`config.mk`:
```
export PLATFORM = sky130hd
export DESIGN_NAME = ltc2333_sdo_deser_flat
export DESIGN_NICKNAME = d
export VERILOG_FILES = /design/src/rtl/ltc2333_pkg.sv /design/src/rtl/ltc2333_sdo_deser_if.sv /design/src/rtl/ltc2333_sync_fifo.sv /design/src/rtl/ltc2333_sdo_deser.sv /design/src/flat_wrapper.sv
export SDC_FILE = /design/constraint.sdc
export NUM_CORES = 1
export LEC_CHECK = 0
export BUFFER_PORTS_ARGS = -buffer_cell sky130_fd_sc_hd__buf_4
export CELL_PAD_IN_SITES_DETAIL_PLACEMENT = 1
export CELL_PAD_IN_SITES_GLOBAL_PLACEMENT = 2
export CORE_AREA = 10 10 268 270
export DETAILED_ROUTE_END_ITERATION = 7
export DIE_AREA = 0 0 278 280
export GPL_TIMING_DRIVEN = 0
export PLACE_DENSITY_LB_ADDON = 0.1
export SLEW_MARGIN = 20
export SYNTH_ARGS = -nofsm -noshare
export SYNTH_HDL_FRONTEND = slang
export SYNTH_SLANG_ARGS = --single-unit
export TNS_END_PERCENT = 10
```
`constraint.sdc`:
```
create_clock -name clk -period 8.5 [get_ports clk]
set_input_delay 2.55 -clock clk [delete_from_list [all_inputs] [get_ports clk]]
set_output_delay 2.55 -clock clk [all_outputs]
set_load 0.02 [all_outputs]
```
`src/rtl/ltc2333_pkg.sv`:
```
// Shared types and field layout for the LTC2333 SDO capture stage.
package ltc2333_pkg;

    localparam int unsigned WORD_BITS   = 24;
    localparam int unsigned RESULT_BITS = 18;
    localparam int unsigned CHAN_BITS   = 3;
    localparam int unsigned SPAN_BITS   = 3;
    localparam int unsigned TDATA_BITS  = 32;

    // Bit offsets inside a 24-bit SDO word (MSB first on the wire)
    localparam int unsigned RESULT_LSB = 6;
    localparam int unsigned CHAN_LSB   = 3;
    localparam int unsigned SPAN_LSB   = 0;

    // Output beat layout: {lane, id_err, chan_id, span, pad, result}
    typedef struct packed {
        logic                   lane;
        logic                   id_err;
        logic [CHAN_BITS-1:0]   chan_id;
        logic [SPAN_BITS-1:0]   span;
        logic [5:0]             pad;
        logic [RESULT_BITS-1:0] result;
    } sample_t;

    typedef enum logic {
        IDLE,
        SHIFT
    } deser_state_t;

endpackage

```
`src/rtl/ltc2333_sdo_deser_if.sv`:
```
// AXI-Stream style result port toward the DAQ/DMA path.
interface ltc2333_sdo_deser_if;
    import ltc2333_pkg::*;

    logic [TDATA_BITS-1:0] m_tdata;
    logic                  m_tvalid;
    logic                  m_tready;

    modport master (
        output m_tdata,
        output m_tvalid,
        input  m_tready
    );

    modport slave (
        input  m_tdata,
        input  m_tvalid,
        output m_tready
    );

endinterface

```
`src/rtl/ltc2333_sync_fifo.sv`:
```
// Single-clock first-word-fall-through FIFO. A write while full succeeds only if a
// read happens in the same cycle. rd_data reads as zero while empty.
module ltc2333_sync_fifo #(
    parameter int unsigned DATA_W = 32,
    parameter int unsigned DEPTH  = 16
) (
    input  logic              clk,
    input  logic              aresetn,
    input  logic              wr_en,
    input  logic [DATA_W-1:0] wr_data,
    input  logic              rd_en,
    output logic [DATA_W-1:0] rd_data,
    output logic              full,
    output logic              empty
);

    localparam int unsigned AW = $clog2(DEPTH);

    logic [DATA_W-1:0] mem [DEPTH];
    logic [AW:0]       wr_ptr_q, rd_ptr_q;
    logic              wr_fire, rd_fire;

    assign empty   = (wr_ptr_q == rd_ptr_q);
    assign full    = (wr_ptr_q[AW] != rd_ptr_q[AW]) && (wr_ptr_q[AW-1:0] == rd_ptr_q[AW-1:0]);
    assign rd_fire = rd_en && !empty;
    assign wr_fire = wr_en && (!full || rd_fire);
    assign rd_data = empty ? '0 : mem[rd_ptr_q[AW-1:0]];

    // Pointer update; extra MSB distinguishes full from empty
    always_ff @(posedge clk) begin
        if (!aresetn) begin
            wr_ptr_q <= '0;
            rd_ptr_q <= '0;
        end else begin
            if (wr_fire) wr_ptr_q <= wr_ptr_q + (AW+1)'(1);
            if (rd_fire) rd_ptr_q <= rd_ptr_q + (AW+1)'(1);
        end
    end

    // Storage write; contents are masked by empty so no reset is needed
    always_ff @(posedge clk) begin
        if (wr_fire) mem[wr_ptr_q[AW-1:0]] <= wr_data;
    end

endmodule

```
`src/rtl/ltc2333_sdo_deser.sv`:
```
// Deserialises the per-ADC SDO lanes into tagged result words, checks channel IDs
// against the active-channel sequence and buffers them for a stream consumer.
module ltc2333_sdo_deser #(
    parameter int unsigned NLANE      = 2,
    parameter int unsigned WORD_BITS  = 24,
    parameter int unsigned FIFO_DEPTH = 16,
    parameter int unsigned NCHAN      = 8
) (
    input  logic                clk,
    input  logic                aresetn,
    input  logic                frame_start,
    input  logic                bit_valid,
    input  logic [NLANE-1:0]    sdo,
    input  logic [NCHAN-1:0]    active_channels,
    ltc2333_sdo_deser_if.master m_axis,
    output logic                busy,
    output logic [15:0]         overflow_cnt,
    output logic [15:0]         abort_cnt
);
    import ltc2333_pkg::*;

    localparam int unsigned CHW = $clog2(NCHAN);
    localparam int unsigned LW  = (NLANE > 1) ? $clog2(NLANE) : 1;
    localparam int unsigned PW  = $clog2(NLANE + 1);

    deser_state_t         state_q, state_d;
    logic [4:0]           bit_cnt_q, bit_cnt_d;
    logic [3:0]           word_cnt_q, word_cnt_d;
    logic [3:0]           n_words_q, n_words_d;
    logic [CHW-1:0]       exp_ptr_q, exp_ptr_d;
    logic [NCHAN-1:0]     mask_q, mask_d;
    logic [WORD_BITS-2:0] sh_q [NLANE];
    logic [WORD_BITS-2:0] sh_d [NLANE];
    logic [WORD_BITS-1:0] word_full [NLANE];
    sample_t              hold_q [NLANE];
    sample_t              hold_d [NLANE];
    logic [PW-1:0]        pend_q, pend_d;
    logic [15:0]          ovf_q, ovf_d, abort_q, abort_d;

    logic [NCHAN-1:0]     mask_eff;
    logic [CHW-1:0]       first_ptr, nxt_ptr;
    logic [3:0]           pop_cnt;
    logic                 word_done;
    logic                 push, pop;
    sample_t              push_data;
    logic [TDATA_BITS-1:0] fifo_rd;
    logic                 fifo_full, fifo_empty;

    assign busy         = (state_q == SHIFT);
    assign overflow_cnt = ovf_q;
    assign abort_cnt    = abort_q;
    assign pop          = m_axis.m_tvalid && m_axis.m_tready;
    assign m_axis.m_tvalid = !fifo_empty;
    assign m_axis.m_tdata  = fifo_rd;

    // Frame setup values from the mask, and the next expected channel after exp_ptr
    always_comb begin
        mask_eff  = (active_channels == '0) ? '1 : active_channels;
        first_ptr = '0;
        pop_cnt   = '0;
        for (int i = NCHAN - 1; i >= 0; i--) begin
            if (mask_eff[i]) first_ptr = CHW'(i);
            pop_cnt = pop_cnt + 4'(mask_eff[i]);
        end
        // Scan far-to-near so the nearest set bit after exp_ptr wins
        nxt_ptr = exp_ptr_q;
        for (int i = NCHAN - 1; i >= 1; i--) begin
            if (mask_q[exp_ptr_q + CHW'(i)]) nxt_ptr = exp_ptr_q + CHW'(i);
        end
    end

    // Completed word per lane: stored bits plus the bit arriving this cycle
    always_comb begin
        for (int l = 0; l < NLANE; l++) word_full[l] = {sh_q[l], sdo[l]};
    end

    // FSM next state and shift/word datapath; frame_start overrides any bit this cycle
    always_comb begin
        state_d    = state_q;
        bit_cnt_d  = bit_cnt_q;
        word_cnt_d = word_cnt_q;
        n_words_d  = n_words_q;
        exp_ptr_d  = exp_ptr_q;
        mask_d     = mask_q;
        sh_d       = sh_q;
        hold_d     = hold_q;
        abort_d    = abort_q;
        word_done  = 1'b0;

        if (frame_start) begin
            if (state_q == SHIFT && abort_q != 16'hFFFF) abort_d = abort_q + 16'd1;
            state_d    = SHIFT;
            bit_cnt_d  = '0;
            word_cnt_d = '0;
            exp_ptr_d  = first_ptr;
            n_words_d  = pop_cnt;
            mask_d     = mask_eff;
        end else if (state_q == SHIFT && bit_valid) begin
            for (int l = 0; l < NLANE; l++) sh_d[l] = {sh_q[l][WORD_BITS-3:0], sdo[l]};
            if (bit_cnt_q == 5'(WORD_BITS - 1)) begin
                word_done  = 1'b1;
                bit_cnt_d  = '0;
                word_cnt_d = word_cnt_q + 4'd1;
                exp_ptr_d  = nxt_ptr;
                for (int l = 0; l < NLANE; l++) begin
                    hold_d[l].lane    = 1'(l);
                    hold_d[l].id_err  = word_full[l][CHAN_LSB +: CHAN_BITS]
                                        != CHAN_BITS'(exp_ptr_q);
                    hold_d[l].chan_id = word_full[l][CHAN_LSB +: CHAN_BITS];
                    hold_d[l].span    = word_full[l][SPAN_LSB +: SPAN_BITS];
                    hold_d[l].pad     = '0;
                    hold_d[l].result  = word_full[l][RESULT_LSB +: RESULT_BITS];
                end
                if (word_cnt_q + 4'd1 == n_words_q) state_d = IDLE;
            end else begin
                bit_cnt_d = bit_cnt_q + 5'd1;
            end
        end
    end

    // Push engine: drains hold[] lane 0 first, one per cycle, counting drops on full
    always_comb begin
        pend_d    = pend_q;
        push      = 1'b0;
        push_data = '0;
        ovf_d     = ovf_q;
        if (pend_q != '0) begin
            push      = 1'b1;
            push_data = hold_q[LW'(NLANE - 32'(pend_q))];
            pend_d    = pend_q - PW'(1);
            // A same-cycle pop frees a slot, so only a stalled full FIFO drops
            if (fifo_full && !pop && ovf_q != 16'hFFFF) ovf_d = ovf_q + 16'd1;
        end
        if (word_done) pend_d = PW'(NLANE);
    end

    // State and datapath registers
    always_ff @(posedge clk) begin
        if (!aresetn) begin
            state_q    <= IDLE;
            bit_cnt_q  <= '0;
            word_cnt_q <= '0;
            n_words_q  <= '0;
            exp_ptr_q  <= '0;
            mask_q     <= '0;
            pend_q     <= '0;
            ovf_q      <= '0;
            abort_q    <= '0;
            for (int l = 0; l < NLANE; l++) begin
                sh_q[l]   <= '0;
                hold_q[l] <= '0;
            end
        end else begin
            state_q    <= state_d;
            bit_cnt_q  <= bit_cnt_d;
            word_cnt_q <= word_cnt_d;
            n_words_q  <= n_words_d;
            exp_ptr_q  <= exp_ptr_d;
            mask_q     <= mask_d;
            pend_q     <= pend_d;
            ovf_q      <= ovf_d;
            abort_q    <= abort_d;
            sh_q       <= sh_d;
            hold_q     <= hold_d;
        end
    end

    ltc2333_sync_fifo #(
        .DATA_W (TDATA_BITS),
        .DEPTH  (FIFO_DEPTH)
    ) u_fifo (
        .clk     (clk),
        .aresetn (aresetn),
        .wr_en   (push),
        .wr_data (push_data),
        .rd_en   (pop),
        .rd_data (fifo_rd),
        .full    (fifo_full),
        .empty   (fifo_empty)
    );

endmodule

```
`src/flat_wrapper.sv`:
```
// flat-port wrapper written by rule: the top's interface ports become plain ports
module ltc2333_sdo_deser_flat import ltc2333_pkg::*;
#(
    parameter int unsigned NLANE      = 2,
    parameter int unsigned WORD_BITS  = 24,
    parameter int unsigned FIFO_DEPTH = 16,
    parameter int unsigned NCHAN      = 8
)
  (clk, aresetn, frame_start, bit_valid, sdo, active_channels, busy, overflow_cnt, abort_cnt, m_axis_m_tdata, m_axis_m_tvalid, m_axis_m_tready);
  ltc2333_sdo_deser_if m_axis_i ();
  input  logic clk;
  input  logic aresetn;
  input  logic frame_start;
  input  logic bit_valid;
  input  logic [NLANE-1:0] sdo;
  input  logic [NCHAN-1:0] active_channels;
  output logic busy;
  output logic [15:0] overflow_cnt;
  output logic [15:0] abort_cnt;
  output wire logic [$bits(m_axis_i.m_tdata)-1:0] m_axis_m_tdata;
  output wire logic [$bits(m_axis_i.m_tvalid)-1:0] m_axis_m_tvalid;
  input wire logic [$bits(m_axis_i.m_tready)-1:0] m_axis_m_tready;
  assign m_axis_m_tdata = m_axis_i.m_tdata;
  assign m_axis_m_tvalid = m_axis_i.m_tvalid;
  assign m_axis_i.m_tready = m_axis_m_tready;
  ltc2333_sdo_deser #(.NLANE(NLANE), .WORD_BITS(WORD_BITS), .FIFO_DEPTH(FIFO_DEPTH), .NCHAN(NCHAN)) u_core (.clk(clk), .aresetn(aresetn), .frame_start(frame_start), .bit_valid(bit_valid), .sdo(sdo), .active_channels(active_channels), .m_axis(m_axis_i), .busy(busy), .overflow_cnt(overflow_cnt), .abort_cnt(abort_cnt));
endmodule
```
# Word level (Yosys, flattened, before mapping)
# Memory sizes are Yosys's and may differ from the RTL's. A register that Yosys moved wholly into a read port is not among the register bits.
# Cells that the tools add are included.
# Widths: inputs -> output; s select.
# word_totals
ff_bits,166
ramBits,512
inputBits,15
out_inout_bits,66
wordCells,147
n_memories,1
# op_classes
addsub,22
n_lt_le_gt_ge,8
eq_ne,9
n_mux,53
bitwise_logic,3
reduce_logical,28
# memory_table
name,depth,word_bits,read_ports,rd_ports_with_merged_regs,write_ports,line_no,text
u_core.u_fifo.mem,16,32,1,1,1,ltc2333_sync_fifo.sv:19,logic [DATA_W-1:0] mem [DEPTH];
# ops
cell,n
$mux 32,5
$mux 3,18
$add 16x1->16 const B,2
$ne 16x16->1 const B,2
$lt 3x4->1 const B,7
$add 4x1->4,6
$bmux 1 s3,7
$mux 1,17
$add 5x1->5 const B,3
$add 3x3->3 const B,4
$reduce_bool 2->1,5
$reduce_and 3->1,3
$eq 4x4->1,2
$logic_and 1x1->1,8
$logic_not 8->1,1
$mux 4,2
$mux 8,1
$reduce_and 2->1,4
$reduce_bool 8->1,1
$add 3x2->3 const B,2
$ne 3x3->1,2
$eq 5x5->1,1
$eq 5x5->1 const B,1
$mux 5,1
other kinds (13),18

# Logic depth before layout (Yosys ltp)
# logic_depth
ltp_word,13
depth_mapped,14
mapped_depth_nobuf,13

# Modules after synthesis
# Synthesis repeated with hierarchy kept, for this count alone.
# hier_totals
cells_unflattened,1762
area_unflattened_um2,27157.3
# modules_own_cells
module,n_inst,cells_each,area_each_um2,seq_area_each_um2
ltc2333_sync_fifo,1,873,19949.1,15655.0
ltc2333_sdo_deser,1,889,7208.2,3123.0

# Worst setup path before layout
# OpenSTA, ideal clock, no wires.
# synth_path
path_type,input port to flip-flop
startpoint,input m_axis_m_tready
endpoint,memory u_core.u_fifo.mem[15][0] (enable)
setup_ps,491
arrival_time_ps,5567
required_time_ps,8009
setup_slack_ps,2442
path_stages,2
path_buffers,0
cell_sequence,nor3_1 -> nor4b_1
# synth_via
elab_chain_len,6
# synth_lines
element,line_no,text
start: declaration,flat_wrapper.sv:22,input wire logic [$bits(m_axis_i.m_tready)-1:0] m_axis_m_tready;
$logic_and 1x1->1,ltc2333_sdo_deser.sv:52,assign pop = m_axis.m_tvalid && m_axis.m_tready;
$logic_and 1x1->1,ltc2333_sync_fifo.sv:25,assign rd_fire = rd_en && !empty;
$logic_or 1x1->1,ltc2333_sync_fifo.sv:26,assign wr_fire = wr_en && (!full || rd_fire);
$logic_and 1x1->1,ltc2333_sync_fifo.sv:26,
$mux 1,ltc2333_sync_fifo.sv:42,if (wr_fire) mem[wr_ptr_q[AW-1:0]] <= wr_data;
$mux 1 (not written as such),ltc2333_sync_fifo.sv:42,
end: declaration,ltc2333_sync_fifo.sv:19,
# Every way passes these cells.

==> results by group <==
Synthesis
  • Sequential fraction of the synthesis area: 67.2%
  • Most frequent cell after synthesis: edfxtp_1
  • Yosys warning count: 0
  • Post-synth cell types: 59
  • Synth area leaders: edfxtp_1, dfxtp_1, mux4_2
  • Synth Register Bits: 586
  • Post-synth top cells: edfxtp_1, nand2_1, dfxtp_1
  • Synthesized instance count: 1,616
  • Avg Cell Area, Syn: 14.6 um^2
  • Post-synth EDFFs: 416
  • Ys flop type: edfxtp_1
  • Netlist Area Pre-Place: 0.0236 mm^2
  • Post-synth top area share: 52.8%
  • Synth area leader: edfxtp_1
  • Post-synthesis async set-or-reset flop share: 0%

Clock network
  • Post-CTS setup buffer count: 0
  • Bufs on Longest Clock Path: 3
  • Clock tree sinks: 586
  • Cts bufs inserted: 68
  • H-tree depth: 3
  • Post-CTS sizing: 0
  • Worst-path clk slew: 0.06 ns
  • CTS Hold Bufs: 0
  • Root Driver: clkbuf_16
  • CTS tree: built
  • Worst-Skew Late Latency: 0.60 ns

Setup path
  • Largest stage delay on the critical path: 0.75 ns
  • CP Launch Type: flop
  • Crit path kind: reg -> out
  • Critical Path AT: 3.83 ns
  • Slowest cell on the critical path: buf_1
  • CP bufs+invs: 4
  • Sequence of cells on the critical path: clkbuf_1 -> buf_1 -> buf_1 -> mux4_2 -> mux4_2 -> nor2b_1 -> buf_4
  • Worst EP required: 5.95 ns
  • CP Max Fanout: 10
  • Kind of cell adding the most delay to the critical path: buffers and inverters
  • Critical Path End Type: output port

Final layout
  • Area growth, synth to finish: 20.0%
  • Final Non-Filler Cells: 2,740
  • Share of layout cells above drive strength 1: 22.3%
  • Diodes inserted: 0
  • Final nets: 1,848

STA
  • Setup ws final: 2.12 ns
  • RSZ-0062 raised after global routing: false
  • Least-Margin Pin Slew: 1.07 ns
  • Final Max Tran Viols: 0
  • Crit path time final: 6.38 ns
  • Period utilisation layout: 75.1%
  • Clk_skew: 0.0229 ns
  • Setup TNS: 0 ns
  • Max Clk Rate: 157 MHz
  • Final Hold Vio Count: 0
  • # setup viols final: 0
  • Slew margin rel.: 28.3%

Power and ir drop
  • Maximum VDD drop: 0.128 mV
  • Total power: 6150 uW
  • P_leak: 0.0102 uW
  • Pwr/cell area: 217 mW/mm^2

Global route
  • First-pass GRT wire length: 96,300 um
  • Congestion Overflow GR: 0
  • Number of global-route vias before repair: 15,100
  • Initial antenna violation count: 1
  • Total routing usage reported by global routing: 16.2%
  • Pin count of the biggest net entering global routing: 18

Placement
  • DP Worst Slack: 2.34 ns
  • PortBufs: 73
  • Final GP Congestion: 0.761
  • Placed cells: 2,616
  • Post-DP HPWL: 44,300 um

Drt
  • Iteration-0 DRC Markers: 820
  • Routed wire length per instance: 23.0 um
  • Via density: 5.08
  • Post-Route WL: 62,900 um
  • # DRC: 0
  • DRT Pass-1 Iters: 4
  • Routed vias: 13,900
  • Remaining antenna violation count: 0

Floorplanning
  • Die ar.: 0.0778 mm^2
  • Die W: 278 um
  • Initial Util: 35.5%
  • Rows: 95
  • Die H: 280 um
  • Ports: 81
  • Core box area: 0.0666 mm^2

Min path
  • Worst Hold Class: reg -> reg

Flow run
  • Max-cap violations: 0

Status
  • Status: finished, final reports clean
[worst register-to-register path, cell delays in order, from the launching register on]
cell and delay (ns):
dfxtp_1 0.45, buf_6 0.20, clkbuf_1 0.50, inv_1 0.10, ha_1 0.30, clkbuf_1 0.45, mux2_2 0.44, mux2_2 0.27
o221ai_1 0.44, nand2_1 0.18, o31ai_1 0.48, a221o_1 0.24, a21oi_1 0.04
[flip-flops by register name, indices dropped and copies added (netlist names), 4 cells and up, named ones only]
register,count
u_core.hold_q,51
u_core.u_fifo.mem,416
u_core.bit_cnt_q,5
u_core.overflow_cnt,16
u_core.mask_q,8
u_core.n_words_q,4
u_core.u_fifo.wr_ptr_q,5
u_core.sh_q,46
u_core.word_cnt_q,4
u_core.u_fifo.rd_ptr_q,5
u_core.abort_cnt,16
[where the power goes]
group	switching (uW)	internal (uW)
Combinational	85.1	52.9
Sequential	7.86	3030
Clock	1170	1820
Total	1260	4900
[placed cells by master (no fill, tap or decap), types with 9 or more instances in the layout]
| master | count |
|---|---|
| inv_1 | 23 |
| clkinv_2 | 14 |
| nor2_4 | 11 |
| bufinv_16 | 9 |
| o21ai_1 | 19 |
| ha_1 | 15 |
| nor2_1 | 78 |
| dfxtp_1 | 170 |
| edfxtp_1 | 416 |
| nor3_1 | 12 |
| mux2i_1 | 16 |
| buf_2 | 15 |
| nand4_1 | 12 |
| buf_4 | 103 |
| a21oi_1 | 114 |
| mux4_2 | 134 |
| nand2_1 | 270 |
| xor2_1 | 28 |
| nand3_1 | 16 |
| nor2b_1 | 31 |
| clkbuf_16 | 71 |
| xnor2_1 | 33 |
| clkbuf_1 | 85 |
| o21ai_0 | 12 |
| buf_16 | 11 |
| a211oi_1 | 9 |
[per-stage QoR]
step           util, %  cell area [um^2]  hold slack (ns)
2_1_floorplan        -             23700            0.432
3_3_place_gp      38.0             25300            0.442
3_5_place_dp      39.1             26100            0.449
4_1_cts           42.6             28400            0.457
5_1_grt           42.6             28400            0.472
6_report          42.6             28400            0.453
[final timing paths]
| kind | startpoint | to | slack, ns | cells after the start |
|---|---|---|---|---|
| hold / removal | u_core.hold_q[14] | u_core.hold_q[14] | 0.45 | 2 |
| setup / recovery | flop | m_axis_m_tdata[2] | 2.12 | 7 |
| hold reg to reg | u_core.hold_q[14] | u_core.hold_q[14] | 0.45 | 2 |
| setup reg to reg | u_core.exp_ptr_q[0] | u_core.exp_ptr_q[1] | 4.30 | 12 |
[per-layer routing]
metal / track usage [%] / share of wire [%]
met5: 0 / 0
met4: 4.10 / 1.5
met3: 2.63 / 3.8
met2: 29.3 / 52
met1: 19.9 / 43
[kinds of logic after synthesis]
logic type,count (synthesis),share of synthesized area (%)
buf+inv,127,2.16
simple gates,472,8.59
other cells,1,0.0159
mux,161,14.1
compound gates,189,4.52
xor+xnor,61,2.26
fa+ha+maj,19,1.13
flops,586,67.2
[layout make-up]
cell class,instances,area (um^2)
Fill cell,6752,38200
Inverter,25,93.8
Buffer,102,429
Clock inverter,41,464
Timing Repair Buffer,123,1180
Multi-Input combinational cell,908,7390
Sequential cell,586,15900
Tap cell,873,1090
Clock buffer,82,1830
Note: power is estimated with default switching activity, not from simulation.
